`src/rtl/button_pkg.sv`:
```
// Shared types, widths and default timing for the button input bank.
// The defaults target the 40 MHz pixel clock with a 1 kHz sample tick.
package button_pkg;

  typedef enum logic [2:0] {
    IDLE         = 3'd0,
    PRESS_WAIT   = 3'd1,
    HELD         = 3'd2,
    REPEAT       = 3'd3,
    RELEASE_WAIT = 3'd4
  } btn_state_t;

  localparam int DEF_NUM_BTNS            = 4;
  localparam int DEF_CLK_HZ              = 40_000_000;
  localparam int DEF_TICK_HZ             = 1_000;
  localparam int DEF_DEBOUNCE_TICKS      = 20;
  localparam int DEF_REPEAT_DELAY_TICKS  = 500;
  localparam int DEF_REPEAT_PERIOD_TICKS = 100;

  // Bits needed to hold values 0..maxVal, never less than one.
  function automatic int cntWidth(input int maxVal);
    return (maxVal < 1) ? 1 : $clog2(maxVal + 1);
  endfunction

  function automatic int maxInt(input int a, input int b);
    return (a > b) ? a : b;
  endfunction

endpackage

```
`src/rtl/button_channel.sv`:
```
// One debounced button: qualifies press/release on sample ticks and produces
// level, press/repeat pulses, toggle and long-press flags, all registered.
module button_channel
  import button_pkg::*;
#(
  parameter int DEBOUNCE_TICKS      = DEF_DEBOUNCE_TICKS,
  parameter int REPEAT_DELAY_TICKS  = DEF_REPEAT_DELAY_TICKS,
  parameter int REPEAT_PERIOD_TICKS = DEF_REPEAT_PERIOD_TICKS
) (
  input  logic clk_ss,
  input  logic reset,
  input  logic tick_i,
  input  logic sync_i,
  input  logic repeat_en_i,
  output logic level_o,
  output logic press_o,
  output logic release_o,
  output logic toggle_o,
  output logic long_o
);

  localparam int DB_W   = cntWidth(DEBOUNCE_TICKS);
  localparam int HOLD_W = cntWidth(maxInt(REPEAT_DELAY_TICKS, REPEAT_PERIOD_TICKS));

  localparam logic [DB_W-1:0]   DB_LAST     = DB_W'(DEBOUNCE_TICKS - 1);
  localparam logic [HOLD_W-1:0] DELAY_FULL  = HOLD_W'(REPEAT_DELAY_TICKS);
  localparam logic [HOLD_W-1:0] DELAY_LAST  = HOLD_W'(REPEAT_DELAY_TICKS - 1);
  localparam logic [HOLD_W-1:0] PERIOD_LAST = HOLD_W'(REPEAT_PERIOD_TICKS - 1);

  btn_state_t        state_q, state_d;
  logic [DB_W-1:0]   dbCnt_q, dbCnt_d;
  logic [HOLD_W-1:0] holdCnt_q, holdCnt_d;
  logic              fromRepeat_q, fromRepeat_d;
  logic              level_q, level_d;
  logic              press_q, press_d;
  logic              release_q, release_d;
  logic              toggle_q, toggle_d;
  logic              long_q, long_d;

  always_ff @(posedge clk_ss or posedge reset) begin
    if (reset) begin
      state_q      <= IDLE;
      dbCnt_q      <= '0;
      holdCnt_q    <= '0;
      fromRepeat_q <= 1'b0;
      level_q      <= 1'b0;
      press_q      <= 1'b0;
      release_q    <= 1'b0;
      toggle_q     <= 1'b0;
      long_q       <= 1'b0;
    end else begin
      state_q      <= state_d;
      dbCnt_q      <= dbCnt_d;
      holdCnt_q    <= holdCnt_d;
      fromRepeat_q <= fromRepeat_d;
      level_q      <= level_d;
      press_q      <= press_d;
      release_q    <= release_d;
      toggle_q     <= toggle_d;
      long_q       <= long_d;
    end
  end

  always_comb begin
    state_d      = state_q;
    dbCnt_d      = dbCnt_q;
    holdCnt_d    = holdCnt_q;
    fromRepeat_d = fromRepeat_q;
    level_d      = level_q;
    press_d      = 1'b0;
    release_d    = 1'b0;
    toggle_d     = toggle_q;
    long_d       = long_q;

    case (state_q)
      IDLE: begin
        if (sync_i) begin
          state_d = PRESS_WAIT;
          dbCnt_d = '0;
        end
      end

      PRESS_WAIT: begin
        if (!sync_i) begin
          state_d = IDLE;
          dbCnt_d = '0;
        end else if (tick_i) begin
          if (dbCnt_q == DB_LAST) begin
            state_d   = HELD;
            dbCnt_d   = '0;
            holdCnt_d = '0;
            level_d   = 1'b1;
            press_d   = 1'b1;
            toggle_d  = ~toggle_q;
          end else begin
            dbCnt_d = dbCnt_q + DB_W'(1);
          end
        end
      end

      // Hold count saturates at the delay so the long-press event fires once.
      HELD: begin
        if (!sync_i) begin
          state_d      = RELEASE_WAIT;
          dbCnt_d      = '0;
          fromRepeat_d = 1'b0;
        end else if (tick_i && (holdCnt_q < DELAY_FULL)) begin
          holdCnt_d = holdCnt_q + HOLD_W'(1);
          if (holdCnt_q == DELAY_LAST) begin
            long_d = 1'b1;
            if (repeat_en_i) begin
              state_d   = REPEAT;
              holdCnt_d = '0;
              press_d   = 1'b1;
            end
          end
        end
      end

      // Dropping repeat_en parks the counter at the delay: no more pulses.
      REPEAT: begin
        if (!sync_i) begin
          state_d      = RELEASE_WAIT;
          dbCnt_d      = '0;
          fromRepeat_d = 1'b1;
        end else if (!repeat_en_i) begin
          state_d   = HELD;
          holdCnt_d = DELAY_FULL;
        end else if (tick_i) begin
          if (holdCnt_q == PERIOD_LAST) begin
            holdCnt_d = '0;
            press_d   = 1'b1;
          end else begin
            holdCnt_d = holdCnt_q + HOLD_W'(1);
          end
        end
      end

      RELEASE_WAIT: begin
        if (sync_i) begin
          state_d = fromRepeat_q ? REPEAT : HELD;
        end else if (tick_i) begin
          if (dbCnt_q == DB_LAST) begin
            state_d   = IDLE;
            dbCnt_d   = '0;
            holdCnt_d = '0;
            level_d   = 1'b0;
            long_d    = 1'b0;
            release_d = 1'b1;
          end else begin
            dbCnt_d = dbCnt_q + DB_W'(1);
          end
        end
      end

      default: state_d = IDLE;
    endcase
  end

  assign level_o   = level_q;
  assign press_o   = press_q;
  assign release_o = release_q;
  assign toggle_o  = toggle_q;
  assign long_o    = long_q;

endmodule

```
`src/rtl/button_bank.sv`:
```
// N-channel button front end on clk_ss: two-flop synchronisers, a shared
// sample-tick prescaler and one debounce/repeat channel per button.
module button_bank
  import button_pkg::*;
#(
  parameter int NUM_BTNS            = DEF_NUM_BTNS,
  parameter int CLK_HZ              = DEF_CLK_HZ,
  parameter int TICK_HZ             = DEF_TICK_HZ,
  parameter int DEBOUNCE_TICKS      = DEF_DEBOUNCE_TICKS,
  parameter int REPEAT_DELAY_TICKS  = DEF_REPEAT_DELAY_TICKS,
  parameter int REPEAT_PERIOD_TICKS = DEF_REPEAT_PERIOD_TICKS
) (
  input  logic                clk_ss,
  input  logic                reset,
  input  logic [NUM_BTNS-1:0] btn_in_i,
  input  logic [NUM_BTNS-1:0] repeat_en_i,
  output logic [NUM_BTNS-1:0] btn_level_o,
  output logic [NUM_BTNS-1:0] btn_press_o,
  output logic [NUM_BTNS-1:0] btn_release_o,
  output logic [NUM_BTNS-1:0] btn_toggle_o,
  output logic [NUM_BTNS-1:0] btn_long_o,
  output logic                tick_o
);

  localparam int TICK_DIV = ((CLK_HZ / TICK_HZ) < 2) ? 2 : (CLK_HZ / TICK_HZ);
  localparam int DIV_W    = cntWidth(TICK_DIV - 1);
  localparam logic [DIV_W-1:0] DIV_LAST = DIV_W'(TICK_DIV - 1);

  logic [DIV_W-1:0]    divCnt_q, divCnt_d;
  logic [NUM_BTNS-1:0] syncA_q, syncB_q;
  logic                tick;

  // Tick is a decode of the prescaler register, high in its terminal count.
  assign tick     = (divCnt_q == DIV_LAST);
  assign divCnt_d = tick ? '0 : divCnt_q + DIV_W'(1);
  assign tick_o   = tick;

  always_ff @(posedge clk_ss or posedge reset) begin
    if (reset) begin
      divCnt_q <= '0;
      syncA_q  <= '0;
      syncB_q  <= '0;
    end else begin
      divCnt_q <= divCnt_d;
      syncA_q  <= btn_in_i;
      syncB_q  <= syncA_q;
    end
  end

  for (genvar g = 0; g < NUM_BTNS; g++) begin : gChan
    button_channel #(
      .DEBOUNCE_TICKS     (DEBOUNCE_TICKS),
      .REPEAT_DELAY_TICKS (REPEAT_DELAY_TICKS),
      .REPEAT_PERIOD_TICKS(REPEAT_PERIOD_TICKS)
    ) uChan (
      .clk_ss     (clk_ss),
      .reset      (reset),
      .tick_i     (tick),
      .sync_i     (syncB_q[g]),
      .repeat_en_i(repeat_en_i[g]),
      .level_o    (btn_level_o[g]),
      .press_o    (btn_press_o[g]),
      .release_o  (btn_release_o[g]),
      .toggle_o   (btn_toggle_o[g]),
      .long_o     (btn_long_o[g])
    );
  end

endmodule

```
`config.mk`:
```
export PLATFORM = sky130hd
export DESIGN_NAME = button_bank
export DESIGN_NICKNAME = d
export VERILOG_FILES = /design/src/rtl/button_pkg.sv /design/src/rtl/button_channel.sv /design/src/rtl/button_bank.sv
export SDC_FILE = /design/constraint.sdc
export NUM_CORES = 1
export LEC_CHECK = 0
export ABC_AREA = 1
export CAP_MARGIN = 40
export CORE_ASPECT_RATIO = 1.4
export CORE_MARGIN = 5
export CORE_UTILIZATION = 60
export CTS_BUF_LIST = sky130_fd_sc_hd__clkbuf_4 sky130_fd_sc_hd__clkbuf_8 sky130_fd_sc_hd__clkbuf_16
export DETAILED_ROUTE_END_ITERATION = 10
export HOLD_SLACK_MARGIN = 0.03
export PLACE_DENSITY = 0.79
export SLEW_MARGIN = 15
export SYNTH_ARGS = -nofsm -noshare
export SYNTH_HDL_FRONTEND = slang
export SYNTH_SLANG_ARGS = --single-unit
```
`constraint.sdc`:
```
create_clock -name clk_ss -period 4.6 [get_ports clk_ss]
set_input_delay 1.15 -clock clk_ss [delete_from_list [all_inputs] [get_ports clk_ss]]
set_output_delay 1.15 -clock clk_ss [all_outputs]
set_load 0.02 [all_outputs]
```
# Word level (Yosys, flattened, before mapping)
# Cells that the tools add are included.
[classes]
mux = 253
bitwise = 4
reduce_logical = 60
order_cmp = 4
eq_ne = 121
addsub = 9
[op_table]
columns = ["operator", "count"]
rows = [
  ["$mux 9", 48],
  ["$mux 3", 52],
  ["$pmux 9 s4", 4],
  ["$mux 5", 24],
  ["$mux 1", 100],
  ["$reduce_and 7->1", 12],
  ["$pmux 5 s4", 4],
  ["$ne 2x2->1 const B", 38],
  ["$pmux 3 s5", 4],
  ["$ne 3x2->1 const B", 19],
  ["$ne 3x3->1 const B", 17],
  ["$add 9x1->9 const B", 4],
  ["$eq 9x7->1 const B", 4],
  ["$eq 9x9->1 const B", 4],
  ["$lt 9x9->1 const B", 4],
  ["$ne 2x1->1 const B", 18],
  ["$reduce_and 9->1", 4],
  ["$reduce_and 4->1", 8],
  ["$reduce_bool 4->1", 8],
  ["$eq 3x2->1 const B", 8],
  ["$pmux 1 s2", 12],
  ["$reduce_bool 2->1", 12],
  ["$add 5x1->5 const B", 4],
  ["$eq 5x5->1 const B", 4],
  ["other kinds (11)", 35],
]
[totals]
word_cells = 490
reg_bits = 116
out_inout_bits = 21

# Longest topological paths before layout
[depth]
depth_word = 6
ltp_mapped = 12
mapped_depth_nobuf = 12

# Hierarchy
# A second synthesis with hierarchy kept.
[hier_totals]
cells_unflattened = 1143
hier_area_um2 = 7753.7
[by_module_without_submodules]
columns = ["module", "n_inst", "cells_per_inst", "area_per_inst_um2", "seq_area_each_um2"]
rows = [
  ["button_channel at gChan[1].uChan ...", 2, 263, 1724.2, 575.6],
  ["button_channel at gChan[0].uChan", 1, 245, 1585.3, 575.6],
  ["button_channel at gChan[3].uChan", 1, 238, 1572.8, 575.6],
  ["button_bank", 1, 134, 1147.4, 600.6],
]

# Least setup slack after synthesis
# OpenSTA, ideal clock, no wires.
[synth_path]
kind = "reg-to-output"
startpoint = "reg divCnt_q[0]"
endpoint = "out tick_o"
n_path_buf = 1
slack_ns = 2.163
stages_incl_launch_ff = 7
arrival_ns = 1.287
cell_sequence = "dfrtp_1 -> ha_1 -> nand3_4 -> nor2_8 -> nand2_4 -> inv_2 -> buf_2"
[synth_between]
elab_chain_cells = 1
[synth_rtl]
columns = ["element", "line_no", "rtl"]
rows = [
  ["start, declared", "button_bank.sv:29", "logic [DIV_W-1:0] divCnt_q, divCnt_d;"],
  ["start signal, assigned", "button_bank.sv:44", "divCnt_q <= divCnt_d;"],
  ["$eq 16x16->1", "button_bank.sv:34", "assign tick = (divCnt_q == DIV_LAST);"],
  ["end, declared", "button_bank.sv:22", "output logic tick_o"],
]
# Every way passes these cells.

# Worst setup path in the final report
# Same ends and word-level chain as after synthesis.

==> results by group <==
Outcome
  – Run status: completed

Worst setup path
  – R2R setup slack: 2.31 ns
  – Arrival @ worst endpoint: 2.62 ns
  – Crit path from: divCnt_q[0]
  – RR Endpoint: gChan[3].uChan.dbCnt_q[2]
  – Setup crit end kind: output pin
  – WP data required: 3.45 ns
  – Crit Path Max Fanout: 19
  – Worst-path cell chain: ha_1, nand3_4, nor2_8, nand2_4, inv_2, clkdlybuf4s50_1
  – WP buf/inv: 2
  – Reg2reg start: divCnt_q[0]
  – Reg2reg path depth: 10
  – Crit Path Category: flop to output pin
  – Crit path max-delay family: buffers and inverters
  – Worst path slowest cell: clkdlybuf4s50_1
  – Startpoint types: flop
  – Max incr delay on CP: 0.69 ns

Power
  – Maximum vdd drop: 0.310 mV
  – Pwr Total: 4.00 mW
  – Leak pwr: 4.27 nW
  – PD cells: 482 mW/mm2

Logic synthesis
  – FFs w/ async S/R, synth: 100%
  – Ranking of synthesized cells by area: dfrtp_1, nand2_1, nand3_1
  – Post-synth EDFFs: 0
  – Mapped cell area: 0.00738 mm2
  – Unique masters post-synth: 45
  – Post-synth top area share: 39.3%
  – Sequential area share after synthesis: 39.3%
  – Synth Area per Inst: 6.95 um2
  – Synth Flop Type: dfrtp_1
  – YS warnings: 0
  – Synth Register Bits: 116
  – Yosys top cell by area: dfrtp_1
  – Mapped Nets: 1080
  – Post-Syn Instances: 1061

Placement
  – Cell total after placement: 1215
  – Buffers on Ports: 30
  – DP HPWL: 11.8 mm
  – Gpl congestion: 0.930
  – Placed Area: 0.00767 mm2
  – Pre-CTS setup slack: 1.28 ns

Final layout
  – P&R area growth vs syn: 12.4%
  – Finished Cell Area: 0.00830 mm2
  – Filler Cell Count: 1058
  – # nets final: 1103
  – Final Util: 68.0%
  – Antenna Cells: 0
  – Sequential Area: 0.00290 mm2
  – Area of the multi-input gates: 0.00376 mm2
  – Layout cell share with drive strength beyond 1: 7.29%
  – Non-Filler Instances: 1247

Clocking
  – Clock buffer depth: 2
  – Clock sink count: 116
  – Root buf cell: clkbuf_16
  – Latest clock arrival within the worst-skew pair: 0.42 ns
  – CTS Buf Count: 17
  – CTS tree: yes
  – Cts hold-fix bufs: 0
  – Post-CTS sizing: 0
  – Setup bufs post-CTS: 0
  – Clock slew at reported path FFs: 0.05 ns
  – H-tree levels: 4

Route
  – Starting DRT DRC Count: 364
  – Via count: 6788
  – Number of routed nets with antenna violations: 0
  – Total wire length: 16.7 mm
  – First-pass detailed-route iteration total: 5
  – Vias/cell: 5.44
  – Residual DRC: 0
  – WL per Instance: 13.4 um

GRT
  – Global-route wire length before repair: 29.3 mm
  – Largest net degree at the start of global routing: 65
  – Total track usage: 23.6%
  – Initial antenna violation count: 0
  – Grt total ovfl: 0
  – Number of global-route vias before repair: 6622

Timing
  – Hold WS: 0.348 ns
  – Slew of the pin with the lowest slew margin: 0.756 ns
  – Clock skew: 0.00650 ns
  – Endpoints failing hold: 0
  – Final setup violation count: 0
  – Crit path time final: 3.77 ns
  – Fin crit share: 81.9%
  – Fin. max-slew vios: 0
  – Slew margin rel.: 49.6%
  – Setup WS post-layout: 0.831 ns
  – Max Clk Rate: 265 MHz
  – RSZ-0062 raised after global routing: no
  – Setup tns final: 0 ns

Die
  – Die W: 104 um
  – Initial cell density of the core: 60.5%
  – Die Y: 141 um
  – Std cell rows: 48
  – Die area: 0.0146 mm2
  – Core area: 0.0122 mm2
  – # IOs: 31

Min path
  – Min-Delay Startpoint: syncA_q[0]
  – Hold Path End: syncB_q[0]
  – WHS Path Cells: 0
  – Hold Crit Class: flop to flop

Flow run
  – Max-Cap Viols: 0
==> metal layers <==
| metal | global-route usage (%) | vias up | routed length (um) |
|---|---|---|---|
| met5 | 0 | - | 0 |
| met4 | 9.07 | 0 | 352 |
| met3 | 4.90 | 38 | 747 |
| met2 | 42.3 | 183 | 8600 |
| met1 | 27.7 | 3146 | 6950 |
| li1 | - | 3421 | - |
==> flip-flops by register name, summed over array words and instances (netlist names), 12 cells and up <==
register and flops:
gChan.uChan.holdCnt_q 36, gChan.uChan.dbCnt_q 20, divCnt_q 16, gChan.uChan.state_q 12
==> worst max path at each step <==
| stage | to | cells after the start |
|---|---|---|
| floorplan | divCnt_q[0] | 1 |
| global placement | tick_o | 6 |
| detailed placement | tick_o | 6 |
| CTS | tick_o | 6 |
| global route | tick_o | 6 |
| finish | tick_o | 6 |
==> cells in the mapped netlist, types with 2 or more instances <==
cell type    n
nand2_1    362
inv_1      121
dfrtp_1    116
nor2_1     104
nand3_1     94
o21ai_0     48
a21oi_1     31
buf_4       20
xor2_1      20
nor3_1      18
nand4_1     17
inv_2       12
ha_1         9
o21ai_2      8
nand2_2      6
o21bai_1     6
xnor2_1      6
a31oi_1      5
nand3b_1     5
a21boi_0     4
buf_2        4
a22oi_1      3
buf_6        3
nand2_4      3
nand3_2      3
nor2_2       3
nor2_4       3
o211ai_1     3
o21ai_1      3
a211oi_1     2
a21boi_2     2
clkinv_1     2
nor2_8       2
nor4_1       2
==> cells in the final DEF (no fill, tap or decap), types with 9 or more instances in the layout <==
cell type,Yosys,layout
a21oi_1,31,31
nand2_1,362,362
ha_1,9,9
inv_1,121,120
nand3_1,94,94
xor2_1,20,20
o21ai_0,48,48
nor3_1,18,18
nor2_1,104,104
dfrtp_1,116,116
clkbuf_16,0,17
clkdlybuf4s50_1,0,30
inv_2,12,12
nand4_1,17,17
==> report_power, final <==
part | internal [mW] | switching [mW] | leakage [nW]
Combinational | 0.411 | 0.836 | 2.41
Sequential | 1.18 | 0.194 | 1.55
Clock | 0.916 | 0.458 | 0.306
Total | 2.51 | 1.49 | 4.27
==> layout make-up <==
| cell class | count | share of cell area (%) |
|---|---|---|
| clock inverters | 9 | 1.51 |
| repair buffers | 32 | 3.80 |
| clock buffers | 23 | 5.97 |
| flip-flops and latches | 116 | 35.0 |
| well taps | 150 | 2.26 |
| inverters | 135 | 6.14 |
| multi-input cells | 782 | 45.3 |
==> logic make-up (layout without fill, tap and decap cells) <==
kind of cell | after synthesis | count (layout) | share of synthesized area [%]
adders and majority gates | 9 | 9 | 1.53
buffers and inverters | 163 | 199 | 9.68
xor gates and xnor gates | 26 | 26 | 3.09
and+or+nand+nor | 627 | 627 | 36.7
DFF | 116 | 116 | 39.3
AOI/OAI and AO/OA | 120 | 120 | 9.67
Note: power is estimated with default switching activity, not from simulation.
